`config.mk`:
```
export PLATFORM = sky130hd
export DESIGN_NAME = pipe_hazard_ctrl_flat
export DESIGN_NICKNAME = d
export VERILOG_FILES = /design/src/rtl/pipe_hazard_ctrl_if.sv /design/src/rtl/pipe_hazard_ctrl.sv /design/src/flat_wrapper.sv
export SDC_FILE = /design/constraint.sdc
export NUM_CORES = 1
export LEC_CHECK = 0
export BUFFER_PORTS_ARGS = -buffer_cell sky130_fd_sc_hd__buf_2
export CORE_MARGIN = 2
export CORE_UTILIZATION = 29
export DETAILED_ROUTE_END_ITERATION = 6
export HOLD_SLACK_MARGIN = 0.03
export PLACE_DENSITY = 0.55
export SKIP_LAST_GASP = 1
export SLEW_MARGIN = 20
export SYNTH_ARGS = -nofsm -noshare
export SYNTH_HDL_FRONTEND = slang
export SYNTH_SLANG_ARGS = --single-unit
export TNS_END_PERCENT = 50
```
`constraint.sdc`:
```
create_clock -name clock -period 1.5 [get_ports clock]
set_input_delay 0 -clock clock [delete_from_list [all_inputs] [get_ports clock]]
set_output_delay 0 -clock clock [all_outputs]
set_load 0.01 [all_outputs]
```
`src/rtl/pipe_hazard_ctrl_if.sv`:
```
// Hazard-controller port bundle: ID/EX/MEM register info in, forwarding selects and
// pipeline-control enables out.
interface pipe_hazard_ctrl_if;
  logic [4:0] rs;
  logic [4:0] rt;
  logic       use_rs;
  logic       use_rt;
  logic       dmc;
  logic [4:0] ern;
  logic       ewreg;
  logic       em2reg;
  logic [4:0] mrn;
  logic       mwreg;
  logic       mm2reg;
  logic [1:0] fwda;
  logic [1:0] fwdb;
  logic       wpcir;
  logic       dereg_en;
  logic       bubble;
  logic       em_bubble;
  logic       mc_start;
  logic       mc_busy;

  // Pipeline side: drives the register info, consumes the controls.
  modport master (
    output rs, rt, use_rs, use_rt, dmc, ern, ewreg, em2reg, mrn, mwreg, mm2reg,
    input  fwda, fwdb, wpcir, dereg_en, bubble, em_bubble, mc_start, mc_busy
  );

  // Controller side.
  modport slave (
    input  rs, rt, use_rs, use_rt, dmc, ern, ewreg, em2reg, mrn, mwreg, mm2reg,
    output fwda, fwdb, wpcir, dereg_en, bubble, em_bubble, mc_start, mc_busy
  );
endinterface

```
`src/rtl/pipe_hazard_ctrl.sv`:
```
// Interlock/forwarding controller around ID/EX: RAW forwarding selects, load-use stalls,
// and a small FSM that holds the front end while a multi-cycle EX op occupies EX.
module pipe_hazard_ctrl #(
  parameter int MC_CYCLES = 4,
  parameter int CNT_W     = 4
) (
  input  logic              clock,
  input  logic              reset,
  pipe_hazard_ctrl_if.slave hz
);

  typedef enum logic {IDLE = 1'b0, BUSY = 1'b1} state_t;

  localparam logic [CNT_W-1:0] CNT_LOAD = CNT_W'(MC_CYCLES - 1);
  localparam logic [CNT_W-1:0] CNT_ONE  = CNT_W'(1);
  localparam bit               MULTI    = (MC_CYCLES > 1);

  state_t           state_p0, state_nxt;
  logic [CNT_W-1:0] cnt_p0, cnt_nxt;
  logic             mc_start_p1, mc_start_nxt;
  logic [1:0]       fwda_raw, fwdb_raw;
  logic             lu;

  // EX wins over MEM; a load still in EX has no data yet, and r0 is never forwarded.
  function automatic logic [1:0] fwd_sel(
    input logic [4:0] src,
    input logic       use_src,
    input logic [4:0] ern,
    input logic       ewreg,
    input logic       em2reg,
    input logic [4:0] mrn,
    input logic       mwreg,
    input logic       mm2reg
  );
    if (ewreg && (ern != 5'd0) && use_src && (src == ern) && !em2reg)
      return 2'b01;
    else if (mwreg && (mrn != 5'd0) && (src == mrn))
      return mm2reg ? 2'b11 : 2'b10;
    else
      return 2'b00;
  endfunction

  function automatic logic load_use(
    input logic [4:0] rs,
    input logic       use_rs,
    input logic [4:0] rt,
    input logic       use_rt,
    input logic [4:0] ern,
    input logic       ewreg,
    input logic       em2reg
  );
    return ewreg && em2reg && (ern != 5'd0) &&
           ((use_rs && (rs == ern)) || (use_rt && (rt == ern)));
  endfunction

  always_comb begin
    fwda_raw = fwd_sel(hz.rs, hz.use_rs, hz.ern, hz.ewreg, hz.em2reg,
                       hz.mrn, hz.mwreg, hz.mm2reg);
    fwdb_raw = fwd_sel(hz.rt, hz.use_rt, hz.ern, hz.ewreg, hz.em2reg,
                       hz.mrn, hz.mwreg, hz.mm2reg);
    lu       = load_use(hz.rs, hz.use_rs, hz.rt, hz.use_rt,
                        hz.ern, hz.ewreg, hz.em2reg);
  end

  // ---- state register ----
  always_ff @(posedge clock) begin
    if (reset) begin
      state_p0    <= IDLE;
      cnt_p0      <= '0;
      mc_start_p1 <= 1'b0;
    end else begin
      state_p0    <= state_nxt;
      cnt_p0      <= cnt_nxt;
      mc_start_p1 <= mc_start_nxt;
    end
  end

  // ---- next state ----
  always_comb begin
    state_nxt    = state_p0;
    cnt_nxt      = cnt_p0;
    mc_start_nxt = 1'b0;
    case (state_p0)
      IDLE: begin
        // A load-use bubble takes precedence; the launch retries next cycle.
        if (hz.dmc && !lu) begin
          mc_start_nxt = 1'b1;
          if (MULTI) begin
            state_nxt = BUSY;
            cnt_nxt   = CNT_LOAD;
          end
        end
      end
      BUSY: begin
        if (cnt_p0 != '0)
          cnt_nxt = cnt_p0 - CNT_ONE;
        if (cnt_p0 <= CNT_ONE)
          state_nxt = IDLE;
      end
      default: begin
        state_nxt = IDLE;
        cnt_nxt   = '0;
      end
    endcase
  end

  // ---- outputs ----
  always_comb begin
    hz.fwda      = 2'b00;
    hz.fwdb      = 2'b00;
    hz.wpcir     = 1'b1;
    hz.dereg_en  = 1'b1;
    hz.bubble    = 1'b0;
    hz.em_bubble = 1'b0;
    hz.mc_start  = 1'b0;
    hz.mc_busy   = 1'b0;
    if (reset) begin
      // Flush both control registers so a partial op never reaches MEM.
      hz.bubble    = 1'b1;
      hz.em_bubble = 1'b1;
    end else begin
      hz.fwda     = fwda_raw;
      hz.fwdb     = fwdb_raw;
      hz.mc_start = mc_start_p1;
      case (state_p0)
        IDLE: begin
          if (lu) begin
            hz.wpcir  = 1'b0;
            hz.bubble = 1'b1;
          end
        end
        BUSY: begin
          hz.wpcir     = 1'b0;
          hz.dereg_en  = 1'b0;
          hz.mc_busy   = 1'b1;
          hz.em_bubble = (cnt_p0 != CNT_ONE);
        end
        default: begin
          hz.bubble    = 1'b1;
          hz.em_bubble = 1'b1;
        end
      endcase
    end
  end

endmodule

```
`src/flat_wrapper.sv`:
```
// flat-port wrapper written by rule: the top's interface ports become plain ports
module pipe_hazard_ctrl_flat 
#(
  parameter int MC_CYCLES = 4,
  parameter int CNT_W     = 4
)
  (clock, reset, hz_rs, hz_rt, hz_use_rs, hz_use_rt, hz_dmc, hz_ern, hz_ewreg, hz_em2reg, hz_mrn, hz_mwreg, hz_mm2reg, hz_fwda, hz_fwdb, hz_wpcir, hz_dereg_en, hz_bubble, hz_em_bubble, hz_mc_start, hz_mc_busy);
  pipe_hazard_ctrl_if hz_i ();
  input  logic clock;
  input  logic reset;
  input wire logic [$bits(hz_i.rs)-1:0] hz_rs;
  input wire logic [$bits(hz_i.rt)-1:0] hz_rt;
  input wire logic [$bits(hz_i.use_rs)-1:0] hz_use_rs;
  input wire logic [$bits(hz_i.use_rt)-1:0] hz_use_rt;
  input wire logic [$bits(hz_i.dmc)-1:0] hz_dmc;
  input wire logic [$bits(hz_i.ern)-1:0] hz_ern;
  input wire logic [$bits(hz_i.ewreg)-1:0] hz_ewreg;
  input wire logic [$bits(hz_i.em2reg)-1:0] hz_em2reg;
  input wire logic [$bits(hz_i.mrn)-1:0] hz_mrn;
  input wire logic [$bits(hz_i.mwreg)-1:0] hz_mwreg;
  input wire logic [$bits(hz_i.mm2reg)-1:0] hz_mm2reg;
  output wire logic [$bits(hz_i.fwda)-1:0] hz_fwda;
  output wire logic [$bits(hz_i.fwdb)-1:0] hz_fwdb;
  output wire logic [$bits(hz_i.wpcir)-1:0] hz_wpcir;
  output wire logic [$bits(hz_i.dereg_en)-1:0] hz_dereg_en;
  output wire logic [$bits(hz_i.bubble)-1:0] hz_bubble;
  output wire logic [$bits(hz_i.em_bubble)-1:0] hz_em_bubble;
  output wire logic [$bits(hz_i.mc_start)-1:0] hz_mc_start;
  output wire logic [$bits(hz_i.mc_busy)-1:0] hz_mc_busy;
  assign hz_i.rs = hz_rs;
  assign hz_i.rt = hz_rt;
  assign hz_i.use_rs = hz_use_rs;
  assign hz_i.use_rt = hz_use_rt;
  assign hz_i.dmc = hz_dmc;
  assign hz_i.ern = hz_ern;
  assign hz_i.ewreg = hz_ewreg;
  assign hz_i.em2reg = hz_em2reg;
  assign hz_i.mrn = hz_mrn;
  assign hz_i.mwreg = hz_mwreg;
  assign hz_i.mm2reg = hz_mm2reg;
  assign hz_fwda = hz_i.fwda;
  assign hz_fwdb = hz_i.fwdb;
  assign hz_wpcir = hz_i.wpcir;
  assign hz_dereg_en = hz_i.dereg_en;
  assign hz_bubble = hz_i.bubble;
  assign hz_em_bubble = hz_i.em_bubble;
  assign hz_mc_start = hz_i.mc_start;
  assign hz_mc_busy = hz_i.mc_busy;
  pipe_hazard_ctrl #(.MC_CYCLES(MC_CYCLES), .CNT_W(CNT_W)) u_core (.clock(clock), .reset(reset), .hz(hz_i));
endmodule
```
Yosys cells after proc, flatten, opt, wreduce, memory -nomap -nowiden
Cells that the tools add are included.
{ "op_classes": {"n_lt_le_gt_ge": 1, "n_eq_ne": 7, "shift": 0, "n_addsub": 1, "n_mux": 26, "bitwise_logic": 1, "multipliers": 0, "div": 0, "reduce_logical": 24} }
{ "op_table": {"columns": ["op", "n"], "rows": [
  ["$eq 5x5->1", 4],
  ["$logic_and 1x1->1", 16],
  ["$mux 1", 15],
  ["$mux 2", 6],
  ["$reduce_bool 5->1", 2],
  ["$mux 4", 2],
  ["$pmux 4 s2", 1],
  ["$le 4x1->1 const B", 1],
  ["$ne 4x1->1 const B", 1],
  ["$pmux 1 s2", 2],
  ["$reduce_bool 4->1", 1],
  ["$sub 4x1->4 const B", 1],
  ["$logic_not 1->1", 2],
  ["$ne 2x1->1 const B", 1],
  ["$ne 2x2->1 const B", 1],
  ["$reduce_and 2->1", 1],
  ["$reduce_or 2->1", 1],
  ["$logic_or 1x1->1", 1],
  ["$not 1->1", 1]
]} }
{ "totals": {"output_inout_bits": 10, "latch_bits": 0, "ramBits": 0, "ff_bits": 6, "n_memories": 0, "word_cells": 63, "romBits": 0} }

Longest topological paths before layout
{ "logic_depth": {"depth_word": 8, "ltp_mapped": 7} }

Worst setup path before layout
No wires, ideal clock.
{ "synth_path": {"path_kind": "in2reg", "start": "input port hz_ern[3]", "end": "register u_core.cnt_p0[3]", "setup_ns": 0.116, "cell_stages": 6, "n_path_buf": 0, "path_slack_ns": 0.243, "required_ns": 1.384, "t_arrival_ns": 1.140, "cell_sequence": "or4_1 > o21ai_2 > nor2_1 > o21ai_2 > nand3b_4 > a41o_1"} }
{ "synth_via": {"elab_chain_cells": 8} }
{ "synth_lines": {"columns": ["item", "line", "source"], "rows": [
  ["from (decl)", "flat_wrapper.sv:16", "input wire logic [$bits(hz_i.ern)-1:0] hz_ern;"],
  ["$eq 5x5->1", "pipe_hazard_ctrl.sv:53", "((use_rs && (rs == ern)) || (use_rt && (rt == ern)));"],
  ["$logic_and 1x1->1", "pipe_hazard_ctrl.sv:53", null],
  ["$logic_or 1x1->1", "pipe_hazard_ctrl.sv:53", null],
  ["$logic_and 1x1->1 *", "pipe_hazard_ctrl.sv:52", "return ewreg && em2reg && (ern != 5'd0) &&"],
  ["$logic_not 1->1 *", "pipe_hazard_ctrl.sv:86", "if (hz.dmc && !lu) begin"],
  ["$logic_and 1x1->1 *", "pipe_hazard_ctrl.sv:86", null],
  ["$ne 2x1->1 (no line) *", null, null],
  ["$reduce_and 2->1 (no line) *", null, null],
  ["to (signal assigned)", "pipe_hazard_ctrl.sv:73", "cnt_p0 <= cnt_nxt;"],
  ["to (decl)", "pipe_hazard_ctrl.sv:19", "logic [CNT_W-1:0] cnt_p0, cnt_nxt;"]
]} }
Every way passes the cells marked *; elsewhere a longest branch is shown, timed or not.
A chain may end at the register's enable or synchronous reset.

Worst setup path after layout
{ "layout_path": {"start": "input port hz_ern[3]", "end": "output port hz_wpcir"} }
{ "layout_via": {"elab_chain_cells": 7} }
{ "layout_lines": {"columns": ["item", "line", "source"], "rows": [
  ["$eq 5x5->1", "pipe_hazard_ctrl.sv:53", null],
  ["$logic_and 1x1->1", "pipe_hazard_ctrl.sv:53", null],
  ["$logic_or 1x1->1", "pipe_hazard_ctrl.sv:53", null],
  ["$logic_and 1x1->1 *", "pipe_hazard_ctrl.sv:52", null],
  ["$mux 1 *", "pipe_hazard_ctrl.sv:127", "if (lu) begin"],
  ["$pmux 1 s2 *", "pipe_hazard_ctrl.sv:125", "case (state_p0)"],
  ["$mux 1 *", "pipe_hazard_ctrl.sv:117", "if (reset) begin"],
  ["to (decl)", "flat_wrapper.sv:24", "output wire logic [$bits(hz_i.wpcir)-1:0] hz_wpcir;"]
]} }
Marked as above.

==> results.json <==
{
  "dp.cells": 151,
  "clk_pin_slew_ns": 0.04,
  "ioPinCount": 39,
  "tightest_slew_ns": 0.307,
  "hold_violations": 0,
  "drt_iter0_drc": 14,
  "p_per_area_nw_per_um2": 573,
  "slowest_delay_ns": 0.54,
  "finalCriticalPeriod_ns": 1.38,
  "grt_use_total": 0.146,
  "drc": 0,
  "hp-class": "in2reg",
  "nets": 162,
  "ant_nets": 0,
  "cts_root_buf": "clkbuf_4",
  "overflow": 0,
  "path_cells": "buf_2 -> or4_1 -> o21ai_2 -> nor2_1 -> o21ai_2 -> or2b_1 -> nand2_1 -> buf_2",
  "cts_buffer_depth": 2,
  "syn-mean-instance-area_um2": 7.68,
  "p_clk_frac": 0.267,
  "antenna_found_initial": 0,
  "routed_wirelength_mm": 1.71,
  "routedWlPerCell_um": 10.9,
  "finalNonFillerCells": 157,
  "insertion_delay_ns": 0.24,
  "die_x_um": 51.7,
  "setup_slack_ns": 0.117,
  "relSlewSlack": 0.795,
  "synth.top_cell.area_share": 0.199,
  "critPathLaunchType": "primary input",
  "core_area_um2": 2190,
  "drive_above_1_share": 0.364,
  "fin_skew_ns": 0.00157,
  "maxCapViolCount": 0,
  "cts_tree": "yes",
  "critical_path_buf_inv_count": 2,
  "p_comb_frac": 0.391,
  "total_power_uw": 539,
  "grt_max_degree": 10,
  "ys_seq_area_frac": 0.182,
  "crit_arrival_ns": 1.38,
  "syn_area_um2": 661,
  "report.final.slew_viol_count": 0,
  "worstPathRequired_ns": 1.50,
  "syn2layout_area_growth_pct": 42.4,
  "die_h_um": 51.7,
  "fmax_ghz": 0.723,
  "switchingPower_uw": 174,
  "clock-sinks": 6,
  "rsz0062_at_grt": "false",
  "crit_family": "simple AND/OR/NAND/NOR gates",
  "tns_ns": 0,
  "critical_path_class": "in2out",
  "ys.warnings.count": 0,
  "dp_hpwl_mm": 1.48,
  "vias": 748,
  "p_int_uw": 365,
  "first_pass_iters": 4,
  "p_seq_frac": 0.342,
  "cts_max_level": 1,
  "period_share": 0.922,
  "cp-end-kind": "output port",
  "crit_fanout": 3,
  "status": "complete, no violations",
  "grt_pass1_wl_mm": 2.98,
  "io_buffers": 38,
  "cts_setup_buffers": 0,
  "initial_utilization": 0.302,
  "pre_cts_ws_ns": 0.0448,
  "synth_area_leaders": "xor2_1, dfxtp_1, xnor2_1, nand2_1, ha_1",
  "ys_ff_latch": 6,
  "design.die.area_um2": 2680,
  "sw_frac_of_total": 0.323,
  "num_antenna_cells": 0,
  "synth.distinct_cells": 28,
  "place_congestion": 0.718,
  "num_rows": 17,
  "grt_pass1_vias": 767,
  "yosysTopAreaCell": "xor2_1",
  "cts_made_buffers": 3,
  "vdd_drop_max_mv": 0.235,
  "p_leak_nw": 0.467,
  "whs_ns": 0.0764,
  "cp_slowest_cell": "or4_1",
  "setup_violations": 0,
  "avgViaCountPerCell": 4.76,
  "synth_fp_nets": 117,
  "syn_inst": 86
}
tightest hold or removal path: cells and delay by family:
kind                   cells  cell delay [ns]
and+or+nand+nor            2             0.15
buffers and inverters      1             0.11
layout make-up:
cell class / count / area, µm²
Fill cell: 249 / 1250
Inverter: 5 / 18.8
Tap cell: 28 / 35.0
Clock buffer: 3 / 22.5
Multi-Input combinational cell: 74 / 524
Sequential cell: 6 / 120
Timing Repair Buffer: 41 / 220
power by group through the flow:
stage / Combinational (mW) / Clock, mW / Sequential [mW]
finish: 0.211 / 0.144 / 0.185
global placement: 0.202 / 0 / 0.187
CTS: 0.212 / 0.149 / 0.185
floorplan: 0.123 / 0 / 0.180
detailed placement: 0.206 / 0 / 0.187
global route: 0.240 / 0.157 / 0.186
logic make-up after synthesis:
family                   synth area share
XOR/XNOR                            0.278
buffers and inverters              0.0341
adder cells (fa/ha/maj)            0.0379
AND/OR/NAND/NOR                     0.316
AO/OA/AOI/OAI                       0.152
flip-flops                          0.182
metrics by stage:
stage                     utilization  instance area (µm²)
after floorplan                     -                  661
after global placement          0.403                  882
after detailed placement        0.403                  882
after CTS                       0.427                  935
after global routing            0.429                  941
final                           0.429                  941
Yosys cell counts, drive strengths merged:
master   instances
o21ai            6
inv              5
or4              1
xnor2            6
nor2             6
or2b             1
nand4            2
and2             2
a41o             1
a21oi            2
ha               2
o311a            1
a31o             1
and3             3
or3              2
nand3b           1
clkbuf           1
nor4             3
xor2            15
o2bb2ai          1
a221oi           1
nor3             2
dfxtp            6
and4             1
nor2b            1
nand2b           1
nand2           12
path summary, 6_finish.rpt:
check	end	slack [ns]	start	cells past startpoint
worst max-delay path	hz_wpcir	0.12	hz_ern[3]	8
worst min register to register	u_core.cnt_p0[1]$_SDFFE_PP0P_	0.55	u_core.cnt_p0[1]$_SDFFE_PP0P_	2
worst max register to register	u_core.cnt_p0[3]$_SDFFE_PP0P_	0.17	u_core.cnt_p0[0]$_SDFFE_PP0P_	7
worst min-delay path	u_core.mc_start_p1$_SDFF_PP0_	0.08	hz_dmc	3
layer usage:
metal,wire [µm],share of wire,vias to the layer above,GRT usage
met4,19,0.011,0,0.0658
met2,946,0.55,30,0.291
met1,658,0.38,331,0.154
met3,90,0.053,2,0.00862
met5,0,0,-,0
li1,-,-,385,-
what timing repair did:
| item | CTS | global route |
|---|---|---|
| endpoints found under the hold margin | 1 | 0 |
| hold buffers | 3 | 0 |
| endpoints found under the setup margin | 0 | 1 |
| gates resized for setup | 0 | 1 |
cell usage in the layout, fill, tap and decap left out, types with 2 or more instances in the layout:
cell type,netlist,routed
nor2_1,6,6
dfxtp_1,6,6
nand4_1,2,2
nor3_1,2,2
or3_1,2,2
nand2_1,12,12
a21oi_1,2,2
o21ai_2,2,2
inv_1,5,5
clkbuf_4,0,3
and2_1,2,2
ha_1,2,2
and3_1,3,3
nor4_1,3,2
buf_2,0,38
dlygate4sd3_1,0,3
xnor2_1,6,6
o21ai_0,4,4
xor2_1,15,15
registers in the layout, summed over array words and instances (netlist names):
| register | count |
|---|---|
| u_core.mc_start_p1 | 1 |
| u_core.cnt_p0 | 4 |
| u_core.state_p0 | 1 |
(Power assumes the default switching activity.)
